### config.mk
export PLATFORM = sky130hd
export DESIGN_NAME = poly_stream_addr_seq
export DESIGN_NICKNAME = d
export VERILOG_FILES = /design/src/rtl/poly_stream_addr_seq_pkg.sv /design/src/rtl/poly_stream_addr_seq_walker.sv /design/src/rtl/poly_stream_addr_seq.sv
export SDC_FILE = /design/constraint.sdc
export NUM_CORES = 1
export LEC_CHECK = 0
export ABC_AREA = 1
export BUFFER_PORTS_ARGS = -buffer_cell sky130_fd_sc_hd__buf_2
export CORE_UTILIZATION = 55
export CTS_CLUSTER_SIZE = 20
export DETAILED_ROUTE_END_ITERATION = 6
export GPL_TIMING_DRIVEN = 0
export PLACE_DENSITY = 0.87
export REMOVE_ABC_BUFFERS = 1
export SLEW_MARGIN = 15
export SYNTH_ARGS = -nofsm -noshare
export SYNTH_HDL_FRONTEND = slang
export SYNTH_HIERARCHICAL = 1
export SYNTH_SLANG_ARGS = --single-unit
### constraint.sdc
create_clock -name clk_i -period 3 [get_ports clk_i]
set_input_delay 0.45 -clock clk_i [delete_from_list [all_inputs] [get_ports clk_i]]
set_output_delay 0.45 -clock clk_i [all_outputs]
set_load 0.005 [all_outputs]
### src/rtl/poly_stream_addr_seq_pkg.sv
// rtl/poly_stream_addr_seq_pkg.sv - shared constants for the poly-stream address sequencer
//
// Purpose: memory geometry defaults, FSM state encodings, credit counter width
//          and a width helper shared by the sequencer top and its walker.
// Ports:   none (package).

package poly_stream_addr_seq_pkg;

   // ABR memory geometry defaults
   localparam int ABR_MEM_ADDR_WIDTH = 15;
   localparam int MLKEM_N            = 256;

   // Wide enough for up to 7 outstanding reads
   localparam int PSS_CREDIT_W = 3;

   // Sequencer FSM encodings
   localparam logic [0:0] PSS_IDLE = 1'b0;
   localparam logic [0:0] PSS_RUN  = 1'b1;

   // Index width that stays legal when only one poly is allowed
   function automatic int pss_idx_w(input int n);
      return (n > 1) ? $clog2(n) : 1;
   endfunction

endpackage

### src/rtl/poly_stream_addr_seq_walker.sv
// rtl/poly_stream_addr_seq_walker.sv - word/poly counter with base+stride accumulator
//
// Purpose: walks base + p*stride + w for w in 0..WORDS_POLY-1 and p in 0..last,
//          building the poly base by repeated stride addition (no multiplier).
// Ports:
//   clk_i        clock
//   clr_i        synchronous clear of all state
//   restart_i    load base/stride, zero counters (wins over advance_i)
//   base_i       first poly base address
//   stride_i     address delta between consecutive poly bases
//   last_poly_i  index of the final poly of the command
//   advance_i    step to the next word
//   addr_o       current address
//   idx_o        current poly index
//   last_o       current word is the final word of the final poly

module poly_stream_addr_seq_walker #(
   parameter int AW         = 15,
   parameter int WORDS_POLY = 64,
   parameter int NPW        = 3,
   parameter int PIW        = 2
) (
   input  logic           clk_i,
   input  logic           clr_i,
   input  logic           restart_i,
   input  logic [AW-1:0]  base_i,
   input  logic [AW-1:0]  stride_i,
   input  logic [NPW-1:0] last_poly_i,
   input  logic           advance_i,
   output logic [AW-1:0]  addr_o,
   output logic [PIW-1:0] idx_o,
   output logic           last_o
);

   localparam int WW = $clog2(WORDS_POLY);

   logic [WW-1:0]  word_q, word_d;
   logic [PIW-1:0] poly_q, poly_d;
   logic [AW-1:0]  base_q, base_d;
   logic [AW-1:0]  stride_q, stride_d;
   logic           word_end;

   assign word_end = (word_q == WW'(WORDS_POLY - 1));

   always_comb begin
      word_d   = word_q;
      poly_d   = poly_q;
      base_d   = base_q;
      stride_d = stride_q;
      if (restart_i) begin
         word_d   = '0;
         poly_d   = '0;
         base_d   = base_i;
         stride_d = stride_i;
      end else if (advance_i) begin
         if (word_end) begin
            word_d = '0;
            poly_d = poly_q + PIW'(1);
            // Address arithmetic wraps modulo 2^AW by width
            base_d = base_q + stride_q;
         end else begin
            word_d = word_q + WW'(1);
         end
      end
   end

   always_ff @(posedge clk_i) begin
      if (clr_i) begin
         word_q   <= '0;
         poly_q   <= '0;
         base_q   <= '0;
         stride_q <= '0;
      end else begin
         word_q   <= word_d;
         poly_q   <= poly_d;
         base_q   <= base_d;
         stride_q <= stride_d;
      end
   end

   assign addr_o = base_q + AW'(word_q);
   assign idx_o  = poly_q;
   assign last_o = word_end && (NPW'(poly_q) == last_poly_i);

endmodule

### src/rtl/poly_stream_addr_seq.sv
// rtl/poly_stream_addr_seq.sv - source-read / destination-write address sequencer for poly streams
//
// Purpose: on a legal command, issues source reads up to RD_CREDITS ahead of the
//          datapath and steers destination writes for 1..MAX_POLY polys placed at a
//          programmable stride; pulses done after the final write.
// Ports:
//   clk_i, reset_i, zeroize_i     clock, sync active-high reset, sync clear
//   start_i, num_poly_i           command strobe and poly count (sampled at start)
//   src_base_addr_i               read base (sampled at start)
//   dest_base_addr_i              write base (sampled at start)
//   poly_stride_i                 poly base delta, 0 selects WORDS_POLY (sampled at start)
//   mem_rd_en_o, mem_rd_addr_o    read request and address
//   wr_valid_i                    datapath write word available
//   mem_wr_en_o, mem_wr_addr_o    write strobe and address
//   poly_idx_o                    index of the poly being written
//   busy_o, done_o, err_cmd_o     running, completion pulse, illegal command/protocol pulse

module poly_stream_addr_seq
   import poly_stream_addr_seq_pkg::*;
#(
   parameter int AW         = ABR_MEM_ADDR_WIDTH,
   parameter int WORDS_POLY = MLKEM_N / 4,
   parameter int MAX_POLY   = 4,
   parameter int RD_CREDITS = 2
) (
   input  logic                              clk_i,
   input  logic                              reset_i,
   input  logic                              zeroize_i,
   input  logic                              start_i,
   input  logic [$clog2(MAX_POLY+1)-1:0]     num_poly_i,
   input  logic [AW-1:0]                     src_base_addr_i,
   input  logic [AW-1:0]                     dest_base_addr_i,
   input  logic [AW-1:0]                     poly_stride_i,
   output logic                              mem_rd_en_o,
   output logic [AW-1:0]                     mem_rd_addr_o,
   input  logic                              wr_valid_i,
   output logic                              mem_wr_en_o,
   output logic [AW-1:0]                     mem_wr_addr_o,
   output logic [pss_idx_w(MAX_POLY)-1:0]    poly_idx_o,
   output logic                              busy_o,
   output logic                              done_o,
   output logic                              err_cmd_o
);

   localparam int NPW = $clog2(MAX_POLY + 1);
   localparam int PIW = pss_idx_w(MAX_POLY);

   logic [0:0]              state_q, state_d;
   logic [NPW-1:0]          num_poly_q, num_poly_d;
   logic [PSS_CREDIT_W-1:0] credit_q, credit_d;
   logic                    rd_all_q, rd_all_d;
   logic                    done_q, done_d;
   logic                    err_q, err_d;

   logic           clr, run, cmd_ok, start_acc, rd_fire, wr_acc, wr_fin;
   logic [AW-1:0]  stride_eff, rd_addr, wr_addr;
   logic [NPW-1:0] last_poly;
   logic           rd_last, wr_last;
   logic [PIW-1:0] rd_idx_unused, wr_idx;

   assign clr        = reset_i | zeroize_i;
   assign run        = (state_q == PSS_RUN);
   assign cmd_ok     = (num_poly_i != '0) && (num_poly_i <= NPW'(MAX_POLY));
   assign start_acc  = start_i && !run && cmd_ok;
   assign stride_eff = (poly_stride_i == '0) ? AW'(WORDS_POLY) : poly_stride_i;
   assign last_poly  = num_poly_q - NPW'(1);

   // Reads run ahead of the datapath only while credits remain
   assign rd_fire = run && !rd_all_q && (credit_q < PSS_CREDIT_W'(RD_CREDITS));
   // A write with no read outstanding has no data behind it: drop it
   assign wr_acc  = run && wr_valid_i && (credit_q != '0);
   assign wr_fin  = wr_acc && wr_last;

   always_comb begin
      state_d    = state_q;
      num_poly_d = num_poly_q;
      rd_all_d   = rd_all_q;
      credit_d   = credit_q + PSS_CREDIT_W'(rd_fire) - PSS_CREDIT_W'(wr_acc);
      done_d     = wr_fin;
      err_d      = (start_i && (run || !cmd_ok)) || (run && wr_valid_i && (credit_q == '0));
      if (start_acc) begin
         state_d    = PSS_RUN;
         num_poly_d = num_poly_i;
         rd_all_d   = 1'b0;
      end else if (wr_fin) begin
         state_d = PSS_IDLE;
      end
      if (rd_fire && rd_last) begin
         rd_all_d = 1'b1;
      end
   end

   always_ff @(posedge clk_i) begin
      if (clr) begin
         state_q    <= PSS_IDLE;
         num_poly_q <= '0;
         credit_q   <= '0;
         rd_all_q   <= 1'b0;
         done_q     <= 1'b0;
         err_q      <= 1'b0;
      end else begin
         state_q    <= state_d;
         num_poly_q <= num_poly_d;
         credit_q   <= credit_d;
         rd_all_q   <= rd_all_d;
         done_q     <= done_d;
         err_q      <= err_d;
      end
   end

   poly_stream_addr_seq_walker #(
      .AW(AW), .WORDS_POLY(WORDS_POLY), .NPW(NPW), .PIW(PIW)
   ) u_rd_walker (
      .clk_i       (clk_i),
      .clr_i       (clr),
      .restart_i   (start_acc),
      .base_i      (src_base_addr_i),
      .stride_i    (stride_eff),
      .last_poly_i (last_poly),
      .advance_i   (rd_fire),
      .addr_o      (rd_addr),
      .idx_o       (rd_idx_unused),
      .last_o      (rd_last)
   );

   poly_stream_addr_seq_walker #(
      .AW(AW), .WORDS_POLY(WORDS_POLY), .NPW(NPW), .PIW(PIW)
   ) u_wr_walker (
      .clk_i       (clk_i),
      .clr_i       (clr),
      .restart_i   (start_acc),
      .base_i      (dest_base_addr_i),
      .stride_i    (stride_eff),
      .last_poly_i (last_poly),
      .advance_i   (wr_acc),
      .addr_o      (wr_addr),
      .idx_o       (wr_idx),
      .last_o      (wr_last)
   );

   // Address/index outputs read as zero outside RUN
   assign mem_rd_en_o   = rd_fire;
   assign mem_rd_addr_o = rd_fire ? rd_addr : '0;
   assign mem_wr_en_o   = wr_acc;
   assign mem_wr_addr_o = run ? wr_addr : '0;
   assign poly_idx_o    = run ? wr_idx : '0;
   assign busy_o        = run;
   assign done_o        = done_q;
   assign err_cmd_o     = err_q;

endmodule
# Yosys cells after proc, flatten, opt, wreduce, memory -nomap -nowiden
# Cells that the tools add are included.
[word_totals]
reg_bits = 71
out_inout_bits = 37
input_bits = 53
[op_classes]
addsub = 11
bitwise_logic = 1
eq_ne = 4
n_reduce_logical = 33
order_cmp = 2
muxes = 16
[op_table]
columns = ["op", "n"]
rows = [
  ["15-bit 2-to-1 mux", 9],
  ["15-bit adder", 2],
  ["15-bit by 6-bit adder with 15-bit output", 2],
  ["15-bit zero test", 1],
  ["1-bit logical AND", 13],
  ["6-bit by 1-bit adder with 6-bit output, second input constant", 2],
  ["6-bit == test, second input constant", 2],
  ["6-bit 2-to-1 mux", 2],
  ["2-bit nonzero test", 6],
  ["2-bit AND reduction", 4],
  ["2-bit by 3-bit == test with 1-bit output", 2],
  ["3-bit nonzero test", 2],
  ["2-bit by 1-bit adder with 2-bit output, second input constant", 2],
  ["1-bit 2-to-1 mux", 4],
  ["3-bit by 1-bit adder with 3-bit output", 1],
  ["3-bit less-or-equal comparator, second input constant", 1],
  ["1-bit zero test", 3],
  ["3-bit zero test", 1],
  ["3-bit by 2-bit less-than comparator with 1-bit output, second input constant", 1],
  ["3-bit by 1-bit subtractor with 3-bit output", 1],
  ["3-bit by 1-bit subtractor with 3-bit output, second input constant", 1],
  ["1-bit logical OR", 2],
  ["2-bit 2-to-1 mux", 1],
  ["2-bit OR reduction", 1],
  ["1-bit bitwise OR", 1],
]

# Depth between registers and ports, before layout
[logic_depth]
word_depth = 6
mapped_depth = 13
depth_no_buf = 12

# Cells and area by module
# Netlist, hierarchy kept.
[modules_own_cells]
columns = ["module", "cells_each", "n_inst", "seq_area_each_um2", "area_per_inst_um2"]
rows = [
  ["poly_stream_addr_seq_walker", 444, 2, 760.7, 2864.0],
  ["poly_stream_addr_seq", 162, 1, 200.2, 903.4],
]

# Worst setup path after synthesis
# Ideal clock, no wire load.
[synth_timing]
path_type = "register to output"
startpoint = "reg u_rd_walker.word_q[0]"
endpoint = "out mem_rd_addr_o[6]"
arrival_ns = 1.690
required_time_ns = 2.550
slack_ns = 0.860
path_stages_with_launch = 11
path_cell_list = "dfxtp_1 -> ha_1 -> fa_1 -> nand3_1 -> nand3_2 -> a21oi_1 -> nor2_1 -> nor2_1 -> xor2_1 -> inv_1 -> nor2_2"
[synth_via]
elab_chain_cells = 2
[synth_lines]
columns = ["element", "line", "text"]
rows = [
  ["start, declared", "poly_stream_addr_seq_walker.sv:37", "logic [WW-1:0] word_q, word_d;"],
  ["start signal, assigned", "poly_stream_addr_seq_walker.sv:74", "word_q <= word_d;"],
  ["15-bit by 6-bit adder with 15-bit output", "poly_stream_addr_seq_walker.sv:81", "assign addr_o = base_q + AW'(word_q);"],
  ["via rd_addr[6]", "poly_stream_addr_seq.sv:56", "logic [AW-1:0] stride_eff, rd_addr, wr_addr;"],
  ["15-bit 2-to-1 mux", "poly_stream_addr_seq.sv:143", "assign mem_rd_addr_o = rd_fire ? rd_addr : '0;"],
  ["end, declared", "poly_stream_addr_seq.sv:35", "output logic [AW-1:0] mem_rd_addr_o,"],
]
# The timed path passes the listed nets, and every way through them passes these cells.

# Worst setup path after layout
# Same ends and word-level chain as after synthesis.

==> metrics.md <==
| Metric | Value |
|---|---|
| Outcome | finished with violations |
| Violated checks | DRC |
| Final worst-path cycle share | 92.2% |
| Delay of the slowest cell on the worst path | slightly above 400 ps |
| Initial antenna violation count | 0 |
| Leading cell type in the layout, fill and taps excluded | sky130_fd_sc_hd__nand2_1 |
| Final routed DRC violation total | 4 |
| Filler cell count | roughly 1,000 |
| Net switching fraction of the power | 26.1% |
| Clock tree root driver cell | sky130_fd_sc_hd__clkbuf_16 |
| Number of cell rows | 39 |
| Area of the core region | 0.0116 mm^2 |
| Worst min-delay path category | in2reg |
| Fmax | between 0.3 and 0.4 GHz |
| Slew Limit Fails | 0 |
| Async set-reset flop share out of synthesis | 0% |
| Pin count of the biggest net entering global routing | 39 |
| Number of enable-type register cells in the synthesized netlist | 0 |
| H-Tree Depth | 3 |
| Number of vias after detailed routing | 6,647 |
| Relative slew slack | between 40 and 50% |
| Clock Skew | ~8.0 ps |
| Quantity of I/O buffers inserted on ports | 89 |
| Critical-path cell list | ha_1 -> fa_1 -> nand3_1 -> nand3_2 -> a21oi_1 -> nor2_1 -> nor2_1 -> xor2_1 -> inv_1 -> nor2_2 -> buf_2 |
| Storage cell area | approximately 0.0017 mm^2 |
| Combinational share of power | approximately 11% |
| Global-route total usage across every layer | roughly a quarter |
| Multi-input combinational cell area | slightly above 0.004 mm^2 |
| Sequential element share of the synthesized area | ~26% |
| Total of warnings raised by yosys | 6 |
| Top cells by area in the synthesized netlist | sky130_fd_sc_hd__dfxtp_1 (26%), sky130_fd_sc_hd__nand2_1 (15%), sky130_fd_sc_hd__inv_1 (8.8%) |
| Overall die width | around 110 um |
| Average instance area after synthesis | 6.32 um^2 |
| Total Routed Length | between 15,000 and 20,000 um |
| Hold Path End | u_rd_walker/stride_q[0] |
| Cell family contributing the most delay on the critical path | adder cells |
| Critical path required time | about 2600 ps |
| Register-to-register path setup slack | 270 ps |
| WL/cell | between 10 and 15 um |
| Effective utilization at floorplan | 57.3% |
| Most common flop cell mapped by yosys | sky130_fd_sc_hd__dfxtp_1 |
| GRT Residual Overflow | 0 |
| First-pass DRT Iterations | 7 |
| Most frequent cells in the layout | sky130_fd_sc_hd__nand2_1 (264), sky130_fd_sc_hd__inv_1 (153), sky130_fd_sc_hd__nor2_1 (144) |
| Max-cap violations | 0 |
| Remaining number of nets flagged by the antenna check after routing | 0 |
| Hold Violations, Final | 0 |
| LEAKAGE | approximately 0.0039 uW |
| Wire length of the first global-routing pass | 26,800 um |
| Final Util | about 64% |
| Routed via count divided by cell count | roughly 5.2 |
| Int Pwr | 1970 uW |
| P per Cell Area | ~360 mW/mm^2 |
| Number of antenna cells inserted | 0 |
| Critical path's slowest cell | sky130_fd_sc_hd__fa_1 |
| Die Footprint | 0.0125 mm^2 |
| Clk slew on worst S/H paths | 70 ps |
| Number of synthesized register bits | 86 |
| Cell repeated most along the worst path | sky130_fd_sc_hd__nor2_1 |
| Worst Reg-to-Reg Cells | 11 |
| Transition at the pin with the smallest max-transition slack | 815 ps |
| IR drop worst, VDD | 0.265 mV |
| Critical Setup Path Class | reg2out |
| Critical Path AT | ~2300 ps |
| Via count of the first global-routing pass | around 6,100 |
| Sink count of the clock tree | 86 |
| Psw | approximately 700 uW |
| Fin crit period | about 2800 ps |
| CTS tree | built |
| Post-CTS Hold Fix Bufs | 0 |
| Die boundary height | roughly 110 um |
| Clock group share of total power | around 44% |
| Setup fix buffers added after clock tree synthesis | 0 |
| Cell type with the highest aggregate area in the netlist | sky130_fd_sc_hd__dfxtp_1 |
| Capture instance of the worst register-to-register path | u_wr_walker/base_q[0] |
| Maximum buffer depth of the clock tree | 2 |
| Worst Hold Margin | 368 ps |
| Critical Path Source Type | flip-flop |
| Distinct cell type count after synthesis | 42 |
| Critical path depth | 11 |
| Worst hold stages | 3 |
| Global placer's final weighted congestion | around 0.91 |
| Total setup violations reported at the end of the flow | 0 |
| Fraction of power consumed by sequential logic | between 40% and 50% |
| Min-Delay Startpoint | poly_stride_i[0] |
| DRC violation total after the first TritonRoute iteration | ~420 |
| Half-perimeter wire length of the detailed placement result | 12,000 um |
| Buffering stage count on the worst path with inverters included | 2 |
| Setup repair after global routing missed its margin | no |
| Netlist area before placement | 0.00663 mm^2 |
| Number of CTS-inserted buffers | 9 |
| IO Count | 90 |
| Startpoint of the worst-slack reg-to-reg timing path | busy_o |
| Number of instances in the synthesized netlist | roughly 1,100 |
| Synth top area share | between 20 and 30% |
| Share of layout cells above drive strength 1 | 14.0% |
| Total number of nets in the final design | 1,223 |
| Relative area change from synthesis to final layout | 12.5% |
| Critical Path Fanout Max | 4 |
| Endpoint class of the critical path | primary output |
| Clock latency at the later pin of the worst-skew pair | 340 ps |
metrics by stage:
step | area (um^2) | cells | power [uW] | setup TNS, ps | worst slack (ps)
2_1_floorplan | 6480 | 1017 | 1390 | 0 | 66.5
6_report | 7460 | 1268 | 2660 | 0 | 234
3_3_place_gp | 7100 | 1249 | 1480 | -59600 | -1060
4_1_cts | 7450 | 1266 | 2670 | 0 | 111
3_5_place_dp | 7120 | 1250 | 1490 | -1120 | -119
5_1_grt | 7460 | 1268 | 2760 | 0 | 14.2
power by group through the flow:
stage	Clock, uW	Combinational, uW	Sequential [uW]
2_1_floorplan	0	183	1210
3_3_place_gp	0	271	1210
3_5_place_dp	0	280	1210
4_1_cts	1190	286	1190
5_1_grt	1240	328	1190
6_report	1180	292	1190
routing by layer:
| metal | GRT usage [%] | routed length (um) |
|---|---|---|
| met3 | 4.25 | 997 |
| met1 | 32.3 | 7290 |
| met2 | 46.1 | 7600 |
| met5 | 0 | 0 |
| met4 | 7.66 | 237 |
flip-flops by register name, summed over array words and instances (netlist names):
register              flops
u_rd_walker/stride_q     15
u_wr_walker/base_q       15
u_rd_walker/base_q       15
u_wr_walker/word_q        6
err_cmd_o                 1
u_rd_walker/word_q        6
credit_q                  3
num_poly_q                3
u_rd_walker/idx_o         2
rd_all_q                  1
busy_o                    1
u_wr_walker/stride_q     15
u_wr_walker/idx_o         2
done_o                    1
Yosys cell counts (6+ instances only):
| library cell | number |
|---|---|
| sky130_fd_sc_hd__nor4_1 | 6 |
| sky130_fd_sc_hd__o21ai_0 | 57 |
| sky130_fd_sc_hd__inv_1 | 156 |
| sky130_fd_sc_hd__xor2_1 | 41 |
| sky130_fd_sc_hd__nor2_1 | 144 |
| sky130_fd_sc_hd__a21oi_1 | 56 |
| sky130_fd_sc_hd__nor2_2 | 17 |
| sky130_fd_sc_hd__nand4_1 | 12 |
| sky130_fd_sc_hd__ha_1 | 45 |
| sky130_fd_sc_hd__buf_2 | 7 |
| sky130_fd_sc_hd__nand2_1 | 264 |
| sky130_fd_sc_hd__nor3_1 | 13 |
| sky130_fd_sc_hd__nand3_1 | 56 |
| sky130_fd_sc_hd__dfxtp_1 | 86 |
| sky130_fd_sc_hd__clkbuf_1 | 20 |
tightest hold or removal path, stage by stage:
cell                     delay (ps)
sky130_fd_sc_hd__buf_2          100
sky130_fd_sc_hd__nor2_1          40
sky130_fd_sc_hd__nor2_1          80
area by class of cell:
class	count	area share, %
Clock buffer	11	3.39
Clock inverter	5	0.856
Inverter	164	8.45
Multi-Input combinational cell	767	55.4
Sequential cell	86	23.1
Tap cell	143	2.40
Timing Repair Buffer	90	6.24
Timing Repair inverter	2	0.134
cells by family after synthesis:
group | Yosys count | share of synthesized area [%]
DFF | 86 | 26.0
and+or+nand+nor | 538 | 35.5
muxes | 4 | 0.604
AOI/OAI and AO/OA | 131 | 10.5
xor gates and xnor gates | 44 | 5.81
buffers and inverters | 197 | 11.7
adders and majority gates | 50 | 10.0
how the worst max path moves through the flow:
| stage | from | end | slack, ps |
|---|---|---|---|
| finish | u_rd_walker/word_q[0] | mem_rd_addr_o[6] | 230 |
| global route | busy_o | u_wr_walker/base_q[0] | 10 |
| CTS | busy_o | u_wr_walker/base_q[0] | 110 |
| detailed placement | busy_o | u_wr_walker/base_q[0] | -120 |
| global placement | busy_o | u_wr_walker/base_q[0] | -1060 |
| floorplan | busy_o | u_rd_walker/base_q[2] | 70 |
repair_timing:
| item | CTS | global route |
|---|---|---|
| gates resized for setup | 3 | 0 |
| hold endpoints to repair | 0 | 0 |
| gates cloned | 0 | 2 |
| setup endpoints to repair | 24 | 22 |
Note: power is estimated with default switching activity, not from simulation.
